<file path="src/rtl/fractal_sync_pkg.sv">
// ============================================================================
// fractal_sync_pkg -- shared constants and helpers for the fractal_sync RFs.
// Revision: 2.0 - counting-barrier generation
// ============================================================================
`default_nettype none

package fractal_sync_pkg;

    // Entry state encoding: an entry is armed exactly while its count is non-zero
    localparam logic [0:0] ST_IDLE  = 1'b0;
    localparam logic [0:0] ST_ARMED = 1'b1;

    function automatic int unsigned reg_idx_width(input int unsigned n_regs);
        return (n_regs > 1) ? $clog2(n_regs) : 1;
    endfunction

endpackage

`default_nettype wire

</file>
<file path="src/rtl/fractal_sync_cnt_entry.sv">
// ============================================================================
// fractal_sync_cnt_entry -- one saturating arrival counter with latched threshold.
// Revision: 2.0 - counting-barrier generation
// ============================================================================
`default_nettype none

module fractal_sync_cnt_entry
    import fractal_sync_pkg::*;
#(
    parameter int unsigned N_PORTS   = 2,
    parameter int unsigned CNT_WIDTH = 4,
    parameter int unsigned HIT_W     = 2
) (
    input  logic                 clk_i,
    input  logic                 rst_ni,
    input  logic [HIT_W-1:0]     hits,
    input  logic [CNT_WIDTH-1:0] first_thr,
    input  logic [N_PORTS-1:0]   mask,
    output logic [CNT_WIDTH-1:0] cnt,
    output logic [CNT_WIDTH-1:0] thr_eff,
    output logic                 complete,
    output logic                 overshoot
);

    localparam int unsigned SUM_W = CNT_WIDTH + 1;

    typedef struct packed {
        logic [CNT_WIDTH-1:0] cnt;
        logic [CNT_WIDTH-1:0] thr;
    } entry_state_t;

    entry_state_t     r_state;
    entry_state_t     w_state_d;
    logic [0:0]       w_fsm;
    logic             w_any;
    logic [SUM_W-1:0] w_sum;

    always_comb begin
        w_fsm     = (r_state.cnt != '0) ? ST_ARMED : ST_IDLE;
        w_any     = |mask;
        thr_eff   = (w_fsm == ST_ARMED) ? r_state.thr : first_thr;
        w_sum     = {1'b0, r_state.cnt} + SUM_W'(hits);
        complete  = w_any && (w_sum >= {1'b0, thr_eff});
        overshoot = w_any && (w_sum >  {1'b0, thr_eff});

        w_state_d = r_state;
        if (complete) begin
            w_state_d = '0;
        end else if (w_any) begin
            // Below threshold, so the sum always fits back into the counter
            w_state_d.cnt = w_sum[CNT_WIDTH-1:0];
            w_state_d.thr = thr_eff;
        end
    end

    always_ff @(posedge clk_i or negedge rst_ni) begin
        if (!rst_ni) begin
            r_state <= '0;
        end else begin
            r_state <= w_state_d;
        end
    end

    assign cnt = r_state.cnt;

endmodule

`default_nettype wire

</file>
<file path="src/rtl/fractal_sync_cnt_rf.sv">
// ============================================================================
// fractal_sync_cnt_rf -- multi-port counting-barrier register file.
// Revision: 2.0 - counting-barrier generation
// ============================================================================
`default_nettype none

module fractal_sync_cnt_rf
    import fractal_sync_pkg::*;
#(
    parameter int unsigned N_REGS    = 2,
    parameter int unsigned IDX_WIDTH = 1,
    parameter int unsigned N_PORTS   = 2,
    parameter int unsigned CNT_WIDTH = 4
) (
    input  logic                                clk_i,
    input  logic                                rst_ni,
    input  logic [N_PORTS-1:0]                  check_i,
    input  logic [N_PORTS-1:0][IDX_WIDTH-1:0]   idx_i,
    input  logic [N_PORTS-1:0]                  idx_valid_i,
    input  logic [N_PORTS-1:0][CNT_WIDTH-1:0]   thr_i,
    output logic [N_PORTS-1:0]                  present_o,
    output logic [N_PORTS-1:0][CNT_WIDTH-1:0]   count_o,
    output logic [N_PORTS-1:0]                  done_o,
    output logic [N_REGS-1:0]                   release_o,
    output logic [N_PORTS-1:0]                  error_o
);

    localparam int unsigned RIW   = reg_idx_width(N_REGS);
    localparam int unsigned HIT_W = $clog2(N_PORTS + 1);

    if ((2 ** IDX_WIDTH) < N_REGS) begin : g_bad_idx_width
        $fatal(1, "IDX_WIDTH too small for N_REGS");
    end
    if ((2 ** CNT_WIDTH) - 1 < N_PORTS) begin : g_bad_cnt_width
        $fatal(1, "CNT_WIDTH too small for N_PORTS");
    end

    logic [N_PORTS-1:0]                w_arrive;
    logic [N_PORTS-1:0]                w_in_range;
    logic [N_PORTS-1:0][RIW-1:0]       w_ridx;
    logic [N_PORTS-1:0][CNT_WIDTH-1:0] w_thr_map;
    logic [N_REGS-1:0][CNT_WIDTH-1:0]  w_cnt;
    logic [N_REGS-1:0][CNT_WIDTH-1:0]  w_thr_eff;
    logic [N_REGS-1:0]                 w_complete;
    logic [N_REGS-1:0]                 w_overshoot;
    logic [N_PORTS-1:0]                w_done_d;
    logic [N_PORTS-1:0]                w_err_d;

    always_comb begin
        for (int i = 0; i < N_PORTS; i++) begin
            w_arrive[i]   = check_i[i] & idx_valid_i[i];
            w_ridx[i]     = idx_i[i][RIW-1:0];
            w_in_range[i] = (32'(w_ridx[i]) < N_REGS);
            w_thr_map[i]  = (thr_i[i] == '0) ? CNT_WIDTH'(1) : thr_i[i];
        end
    end

    for (genvar j = 0; j < N_REGS; j++) begin : g_entry
        logic [N_PORTS-1:0]   mask;
        logic [HIT_W-1:0]     hits;
        logic [CNT_WIDTH-1:0] first_thr;

        // Descending scan so the lowest-numbered arriving port supplies first_thr
        always_comb begin
            mask      = '0;
            hits      = '0;
            first_thr = '0;
            for (int i = N_PORTS - 1; i >= 0; i--) begin
                if (w_arrive[i] && w_in_range[i] && (32'(w_ridx[i]) == j)) begin
                    mask[i]   = 1'b1;
                    hits      = hits + HIT_W'(1);
                    first_thr = w_thr_map[i];
                end
            end
        end

        fractal_sync_cnt_entry #(
            .N_PORTS   (N_PORTS),
            .CNT_WIDTH (CNT_WIDTH),
            .HIT_W     (HIT_W)
        ) u_entry (
            .clk_i     (clk_i),
            .rst_ni    (rst_ni),
            .hits      (hits),
            .first_thr (first_thr),
            .mask      (mask),
            .cnt       (w_cnt[j]),
            .thr_eff   (w_thr_eff[j]),
            .complete  (w_complete[j]),
            .overshoot (w_overshoot[j])
        );
    end

    always_comb begin
        present_o = '0;
        count_o   = '0;
        w_done_d  = '0;
        w_err_d   = '0;
        for (int i = 0; i < N_PORTS; i++) begin
            if (w_arrive[i] && w_in_range[i]) begin
                count_o[i]   = w_cnt[w_ridx[i]];
                present_o[i] = |w_cnt[w_ridx[i]];
                w_done_d[i]  = w_complete[w_ridx[i]];
                w_err_d[i]   = w_overshoot[w_ridx[i]] |
                               (w_thr_map[i] != w_thr_eff[w_ridx[i]]);
            end
        end
    end

    always_ff @(posedge clk_i or negedge rst_ni) begin
        if (!rst_ni) begin
            done_o    <= '0;
            release_o <= '0;
            error_o   <= '0;
        end else begin
            done_o    <= w_done_d;
            release_o <= w_complete;
            error_o   <= w_err_d;
        end
    end

endmodule

`default_nettype wire
</file>
<file path="config.mk">
export PLATFORM = sky130hd
export DESIGN_NAME = fractal_sync_cnt_rf
export DESIGN_NICKNAME = d
export VERILOG_FILES = /design/src/rtl/fractal_sync_pkg.sv /design/src/rtl/fractal_sync_cnt_entry.sv /design/src/rtl/fractal_sync_cnt_rf.sv
export SDC_FILE = /design/constraint.sdc
export NUM_CORES = 1
export LEC_CHECK = 0
export ABC_CLOCK_PERIOD_IN_PS = 3480
export BUFFER_PORTS_ARGS = -buffer_cell sky130_fd_sc_hd__buf_2
export CORE_MARGIN = 2
export CORE_UTILIZATION = 40
export DETAILED_ROUTE_END_ITERATION = 8
export GPL_ROUTABILITY_DRIVEN = 0
export GPL_TIMING_DRIVEN = 0
export SYNTH_ARGS = -nofsm -noshare
export SYNTH_HDL_FRONTEND = slang
export SYNTH_HIERARCHICAL = 1
export SYNTH_SLANG_ARGS = --single-unit
</file>
<file path="constraint.sdc">
create_clock -name clk_i -period 3.48 [get_ports clk_i]
set_clock_uncertainty 0.15 [all_clocks]
set_input_delay 0.348 -clock clk_i [delete_from_list [all_inputs] [get_ports clk_i]]
set_output_delay 0.348 -clock clk_i [all_outputs]
set_load 0.1 [all_outputs]
</file>
==> results of run 1 <==
worst max-delay path by stage:
stage	endpoint	slack (ns)	depth (start not counted)
finish	error_o[1]$_DFF_PN0_	0.10	15
CTS	error_o[0]$_DFF_PN0_	0.007	15
floorplan	error_o[0]$_DFF_PN0_	0.001	15
global route	error_o[1]$_DFF_PN0_	-0.04	16
global placement	error_o[1]$_DFF_PN0_	-0.31	15
detailed placement	error_o[1]$_DFF_PN0_	-0.34	15
worst min-delay path, stage by stage:
cell     delay, ns
buf_2         0.12
nand2_4       0.14
a41oi_2       0.05
layout make-up:
type | count | area, sq um
Buffer | 17 | 130
Clock buffer | 3 | 41.3
Fill cell | 500 | 2630
Inverter | 14 | 53.8
Multi-Input combinational cell | 176 | 1380
Sequential cell | 22 | 551
Tap cell | 70 | 87.6
Timing Repair Buffer | 32 | 170
flip-flops by register name, indices dropped and copies added, names as in the netlist:
register,cells
g_entry.u_entry/r_state,8
error_o,2
release_o,2
done_o,2
g_entry.u_entry/cnt,8
power groups by stage:
stage               Combinational, uW  Sequential [uW]  Clock (uW)
finish                            603              322         162
global route                      654              328         179
CTS                               588              322         170
detailed placement                584              328           0
global placement                  581              326           0
floorplan                         395              402           0
per-stage QoR:
step	utilization	setup TNS (ns)	worst slack (ns)	total power [uW]
detailed placement	0.458	-2.60	-0.338	911
global placement	0.458	-2.45	-0.310	907
global route	0.478	-0.0942	-0.0430	1160
floorplan	-	0	0.00125	797
finish	0.478	0	0.101	1090
CTS	0.470	0	0.00669	1080
cells by family (layout without fill, tap and decap cells):
group,after synthesis,count (layout),share of synthesized area
flops,22,22,0.267
fa+ha+maj,16,16,0.104
mux,24,24,0.121
simple gates,70,70,0.174
buf+inv,31,66,0.0892
xor+xnor,12,12,0.0510
compound gates,54,54,0.194
Yosys cell counts (2+ instances only):
master	n
nand2_1	24
dfrtp_1	22
mux2i_1	22
nor2_1	20
ha_1	14
inv_1	12
buf_4	9
o21ai_0	8
o31ai_1	8
xnor2_1	8
a21o_1	6
a21oi_1	6
a22o_1	6
nand3_1	6
o21ai_1	6
and3_1	4
buf_6	4
xor2_1	4
nor3_1	3
a211oi_1	2
a221oi_1	2
a221oi_2	2
a32o_1	2
buf_2	2
clkbuf_1	2
fa_1	2
mux2_4	2
nand2b_1	2
nor2b_1	2
nor3b_1	2
nor4_4	2
timing repair:
item | in CTS | in global routing
pin swaps | 0 | 3
hold endpoints to repair | 22 | 0
endpoints found under the setup margin | 1 | 12
setup buffers | 0 | 2
hold buffers | 1 | 0
gates resized for setup | 3 | 7
layer usage:
layer	vias to the layer above	GRT usage	part of all wire
met2	43	0.281	0.44
met5	-	0	0
met4	0	0.0526	0.012
li1	891	-	-
met3	6	0.0172	0.040
met1	842	0.265	0.51
==> results by group, run 1 <==
Timing
  – Slew HR: 0.573
  – Min Tclk post-route: 3.38 ns
  – Final hold violation count: 0
  – Final worst-path cycle share: 0.971
  – Min Hold Slack: 0.294 ns
  – RSZ-0062 raised after global routing: true
  – Tightest Pin Transition: 0.637 ns
  – Fmax achieved: 296 MHz
  – Slew Limit Fails: 0
  – Endpoints failing setup: 0

Clock tree
  – Root Driver: clkbuf_8
  – H-Tree Depth: 1
  – Reg clk slew, reported paths: 0.08 ns
  – Clock Path Buffers: 2
  – Sink Count: 22
  – TritonCTS clock tree: built
  – Clock Latency Late Sink: 0.26 ns
  – Total CTS buffers: 3

Critical path
  – Crit-path max cell delay: 0.43 ns
  – Worst-path fanout max: 10
  – CP max stage cell: fa_2
  – Worst EP required: 3.46 ns
  – CP startpoint: idx_i[1]
  – CP arrival: 3.36 ns
  – Crit-path cells: buf_4 -> buf_6 -> nor2_4 -> ha_1 -> ha_2 -> fa_2 -> xor2_1 -> ha_1 -> a21o_1 -> a221oi_2 -> a21o_1 -> a21oi_1 -> a211o_1 -> a21oi_1 -> a31oi_1
  – Crit start category: input pin
  – Worst reg2reg path endpoint: error_o[0]$_DFF_PN0_
  – Flop2flop setup slack: 0.27 ns
  – WS Path Type: input pin to flop
  – Worst path buffer plus inverter count: 2
  – Cell family with most CP delay: compound AO/OA/AOI/OAI gates
  – R2R depth: 10
  – Crit. End Element: flop
  – Reg2reg start: g_entry[1].u_entry/cnt[2]$_DFFE_PN0P_

Yosys
  – Mapped Nets: 261
  – Synth area leader: dfrtp_1
  – Synth Flop Type: dfrtp_1
  – Seq/Total Area, Yosys: 0.267
  – Synth top area cells: dfrtp_1, mux2i_1, ha_1
  – Top-area cell type share of the netlist area: 0.267
  – YS warnings: 6
  – Share of async-settable or async-resettable flops after synthesis: 1.00
  – Post-synth EDFFs: 0
  – Syn Area/Cell: 9.00 sq um
  – Seq cells post-synth: 22
  – Yosys cell types: 44
  – Gate Count Post-Synth: 229
  – Synthesized area: 2060 sq um

Detailed routing
  – DRC: 0
  – DR vias: 1782
  – Vias per cell: 5.34
  – Pre-antenna DRT Iters: 4
  – DRT Wirelength: 4.95 mm
  – Antenna Violating Nets Remaining: 0
  – Avg WL per Cell: 14.8 um
  – DR iter-0 viols: 82

Power and ir drop
  – Clk pwr share: 0.149
  – Pwr Density: 451 nW/um^2
  – Net switching power: 499 uW
  – Reg power frac: 0.296
  – LEAKAGE: 0.00125 uW
  – Switching share of power: 0.459
  – Max rail drop VDD: 0.171 mV
  – Combinational Power Share: 0.555
  – Cell Int Power: 588 uW

GRT
  – First-pass GRT wire length: 7.90 mm
  – Initial antenna violation count: 0
  – Vias in the first global route: 1649
  – Overflow after GRT: 0
  – Pin count of the biggest net entering global routing: 23
  – GRT Total Usage: 0.181

Placed design
  – Placed Cells: 328
  – I/O Buffers: 29
  – Post-DP Area: 2310 sq um
  – DP HPWL: 3.86 mm

Final layout
  – Final Cell Area: 2410 sq um
  – Share of post-route cells with drive strength above 1: 0.273
  – Non-filler instance count after layout: 334
  – Net count reported at finish: 298
  – Commonest non-fill, non-tap cell in the layout: buf_2
  – Commonest cells after routing, fill and taps aside: buf_2, nand2_1, mux2i_1, dfrtp_1, nor2_1
  – Area grow syn2layout: 17.0%
  – N_diodes: 0

Run
  – Maxcap violations: 0

Die
  – Die Y: 75.8 um
  – Initial Util: 0.409
  – Die area: 5740 sq um
  – I/O Pins: 32
  – Horiz. Die Dim: 75.8 um
  – # rows: 26
  – Core area: 5040 sq um

Status
  – Run status: completed

Worst hold path
  – Hold Path Sink: error_o[0]$_DFF_PN0_
  – Hold path cells: 3
  – Worst Hold Class: input pin to flop
  – Hold Crit Start: idx_valid_i[0]
Note: power is estimated with default switching activity, not from simulation.
==> inputs of run 2 (changes only) <==
--- a/config.mk
+++ b/config.mk
@@ -12,6 +12,7 @@
 export DETAILED_ROUTE_END_ITERATION = 8
 export GPL_ROUTABILITY_DRIVEN = 0
 export GPL_TIMING_DRIVEN = 0
+export SETUP_SLACK_MARGIN = 0.2
 export SYNTH_ARGS = -nofsm -noshare
 export SYNTH_HDL_FRONTEND = slang
 export SYNTH_HIERARCHICAL = 1
==> results by group, run 2 (synthesis results as in run 1) <==
Status
  – Run status: completed (unchanged)

Final layout
  – Final Cell Area: 2530 sq um (was 2410 sq um)
  – Area grow syn2layout: 22.5% (was 17.0%)
  – Share of post-route cells with drive strength above 1: 0.315 (was 0.273)
  – N_diodes: 0 (unchanged)
  – Net count reported at finish: 300 (was 298)
  – Commonest non-fill, non-tap cell in the layout: buf_2 (unchanged)
  – Commonest cells after routing, fill and taps aside: buf_2, nand2_1, dfrtp_1 (was buf_2, nand2_1, mux2i_1, dfrtp_1, nor2_1)

Power and ir drop
  – Pwr Density: 466 nW/um^2 (was 451 nW/um^2)
  – LEAKAGE: 0.00127 uW (was 0.00125 uW)
  – Total chip power: 1180 uW (was 1090 uW)
  – Max rail drop VDD: 0.179 mV (was 0.171 mV)

Placed design
  – I/O Buffers: 29 (unchanged)
  – DP HPWL: 3.84 mm (was 3.86 mm)
  – Post-DP Area: 2350 sq um (was 2310 sq um)
  – Setup WS pre-CTS: -0.290 ns (was -0.338 ns)

Worst hold path
  – Hold Path Sink: error_o[0]$_DFF_PN0_ (unchanged)
  – Worst Hold Class: input pin to flop (unchanged)
  – Hold Crit Start: idx_valid_i[0] (unchanged)
  – Hold path cells: 3 (unchanged)

Clock tree
  – H-Tree Depth: 1 (unchanged)
  – Sink Count: 22 (unchanged)
  – Clock Path Buffers: 2 (unchanged)
  – Reg clk slew, reported paths: 0.09 ns (was 0.08 ns)
  – Root Driver: clkbuf_8 (unchanged)
  – Clock Latency Late Sink: 0.27 ns (was 0.26 ns)
  – Total CTS buffers: 3 (unchanged)
  – TritonCTS clock tree: built (unchanged)

GRT
  – First-pass GRT wire length: 8.11 mm (was 7.90 mm)
  – Overflow after GRT: 0 (unchanged)
  – GRT Total Usage: 0.185 (was 0.181)
  – Vias in the first global route: 1688 (was 1649)
  – Initial antenna violation count: 0 (unchanged)
  – Pin count of the biggest net entering global routing: 23 (unchanged)

Timing
  – Tightest Pin Transition: 0.654 ns (was 0.637 ns)
  – RSZ-0062 raised after global routing: true (unchanged)
  – Setup TNS: 0 ns (unchanged)
  – Min Tclk post-route: 3.18 ns (was 3.38 ns)
  – Slew Limit Fails: 0 (unchanged)
  – Final hold violation count: 0 (unchanged)
  – Final worst-path cycle share: 0.913 (was 0.971)
  – Endpoints failing setup: 0 (unchanged)
  – Post-route setup slack: 0.303 ns (was 0.101 ns)
  – Fmax achieved: 315 MHz (was 296 MHz)
  – Min Hold Slack: 0.287 ns (was 0.294 ns)
  – Slew HR: 0.562 (was 0.573)

Critical path
  – Crit start category: input pin (unchanged)
  – R2R depth: 12 (was 10)
  – WS Path Type: input pin to flop (unchanged)
  – Crit. End Element: flop (unchanged)
  – Flop2flop setup slack: 0.35 ns (was 0.27 ns)
  – Worst reg2reg path endpoint: error_o[1]$_DFF_PN0_ (was error_o[0]$_DFF_PN0_)
  – CP startpoint: idx_i[1] (unchanged)
  – Worst-path fanout max: 10 (unchanged)
  – Worst EP required: 3.48 ns (was 3.46 ns)
  – CP arrival: 3.18 ns (was 3.36 ns)
  – Reg2reg start: g_entry[1].u_entry/cnt[2]$_DFFE_PN0P_ (unchanged)

Die
  – Initial Util: 0.409 (unchanged)
  – Die Y: 75.8 um (unchanged)
  – Die area: 5740 sq um (unchanged)
  – Core area: 5040 sq um (unchanged)
  – I/O Pins: 32 (unchanged)
  – Horiz. Die Dim: 75.8 um (unchanged)
  – # rows: 26 (unchanged)

Detailed routing
  – DRT Wirelength: 5.02 mm (was 4.95 mm)
  – Vias per cell: 5.24 (was 5.34)
  – DRC: 0 (unchanged)
  – DR vias: 1765 (was 1782)
  – Antenna Violating Nets Remaining: 0 (unchanged)
  – Pre-antenna DRT Iters: 4 (unchanged)
  – DR iter-0 viols: 86 (was 82)
  – Avg WL per Cell: 14.9 um (was 14.8 um)

Run
  – Maxcap violations: 0 (unchanged)
==> run 2: cell types whose count changed in the layout (fill, tap and decap cells not counted), sizes merged <==
cell,before,now
clkbuf,5,6
buf,46,48
==> run 2: cell type report <==
cell class              instances  area [sq um]
fillers                       494          2520
repair buffers                 34           185
plain buffers                  17           136
inverters                      14          53.8
multi-input cells             176          1460
flip-flops and latches         22           551
clock buffers                   4          55.1
well taps                      70          87.6
==> run 2: where the power goes <==
part	switching [uW]	total [uW]	internal (uW)
Sequential	32.7	325	292
Combinational	406	661	256
Clock	90.9	192	101
Total	529	1180	648
==> run 2: worst max-delay path by stage <==
stage | to | slack [ns] | depth (start not counted)
6_report | error_o[1]$_DFF_PN0_ | 0.30 | 15
5_1_grt | error_o[1]$_DFF_PN0_ | 0.11 | 15
4_1_cts | error_o[1]$_DFF_PN0_ | 0.20 | 15
3_5_place_dp | error_o[1]$_DFF_PN0_ | -0.29 | 15
3_3_place_gp | error_o[1]$_DFF_PN0_ | -0.28 | 15
2_1_floorplan | error_o[1]$_DFF_PN0_ | 0.06 | 15
==> run 2: stage by stage <==
stage	utilization	cells
3_5_place_dp	0.467	328
3_3_place_gp	0.467	328
6_report	0.501	337
5_1_grt	0.501	337
4_1_cts	0.488	335
2_1_floorplan	-	229
==> run 2: per-layer routing <==
layer | wire length (um) | GRT usage | vias up
li1 | - | - | 891
met3 | 253 | 0.0212 | 2
met2 | 2240 | 0.279 | 53
met1 | 2490 | 0.280 | 819
met4 | 29 | 0.0468 | 0
met5 | 0 | 0 | -
==> run 2: repair_timing <==
item	4_1_cts	5_1_grt
endpoints found under the hold margin	22	0
setup buffers	2	2
endpoints found under the setup margin	8	12
pin swaps	3	13
gates cloned	0	0
gates resized for setup	6	9
hold buffers	1	0
==> run 2: worst max-delay path: stages <==
cell and delay (ns):
buf_4 0.15, buf_6 0.16, nor2_4 0.12, ha_1 0.24
ha_2 0.21, fa_2 0.37, xor2_2 0.16, ha_1 0.30
a21o_1 0.23, a221oi_2 0.24, a21o_1 0.13, a21oi_2 0.07
a211o_1 0.26, a21oi_2 0.11, a31oi_1 0.08
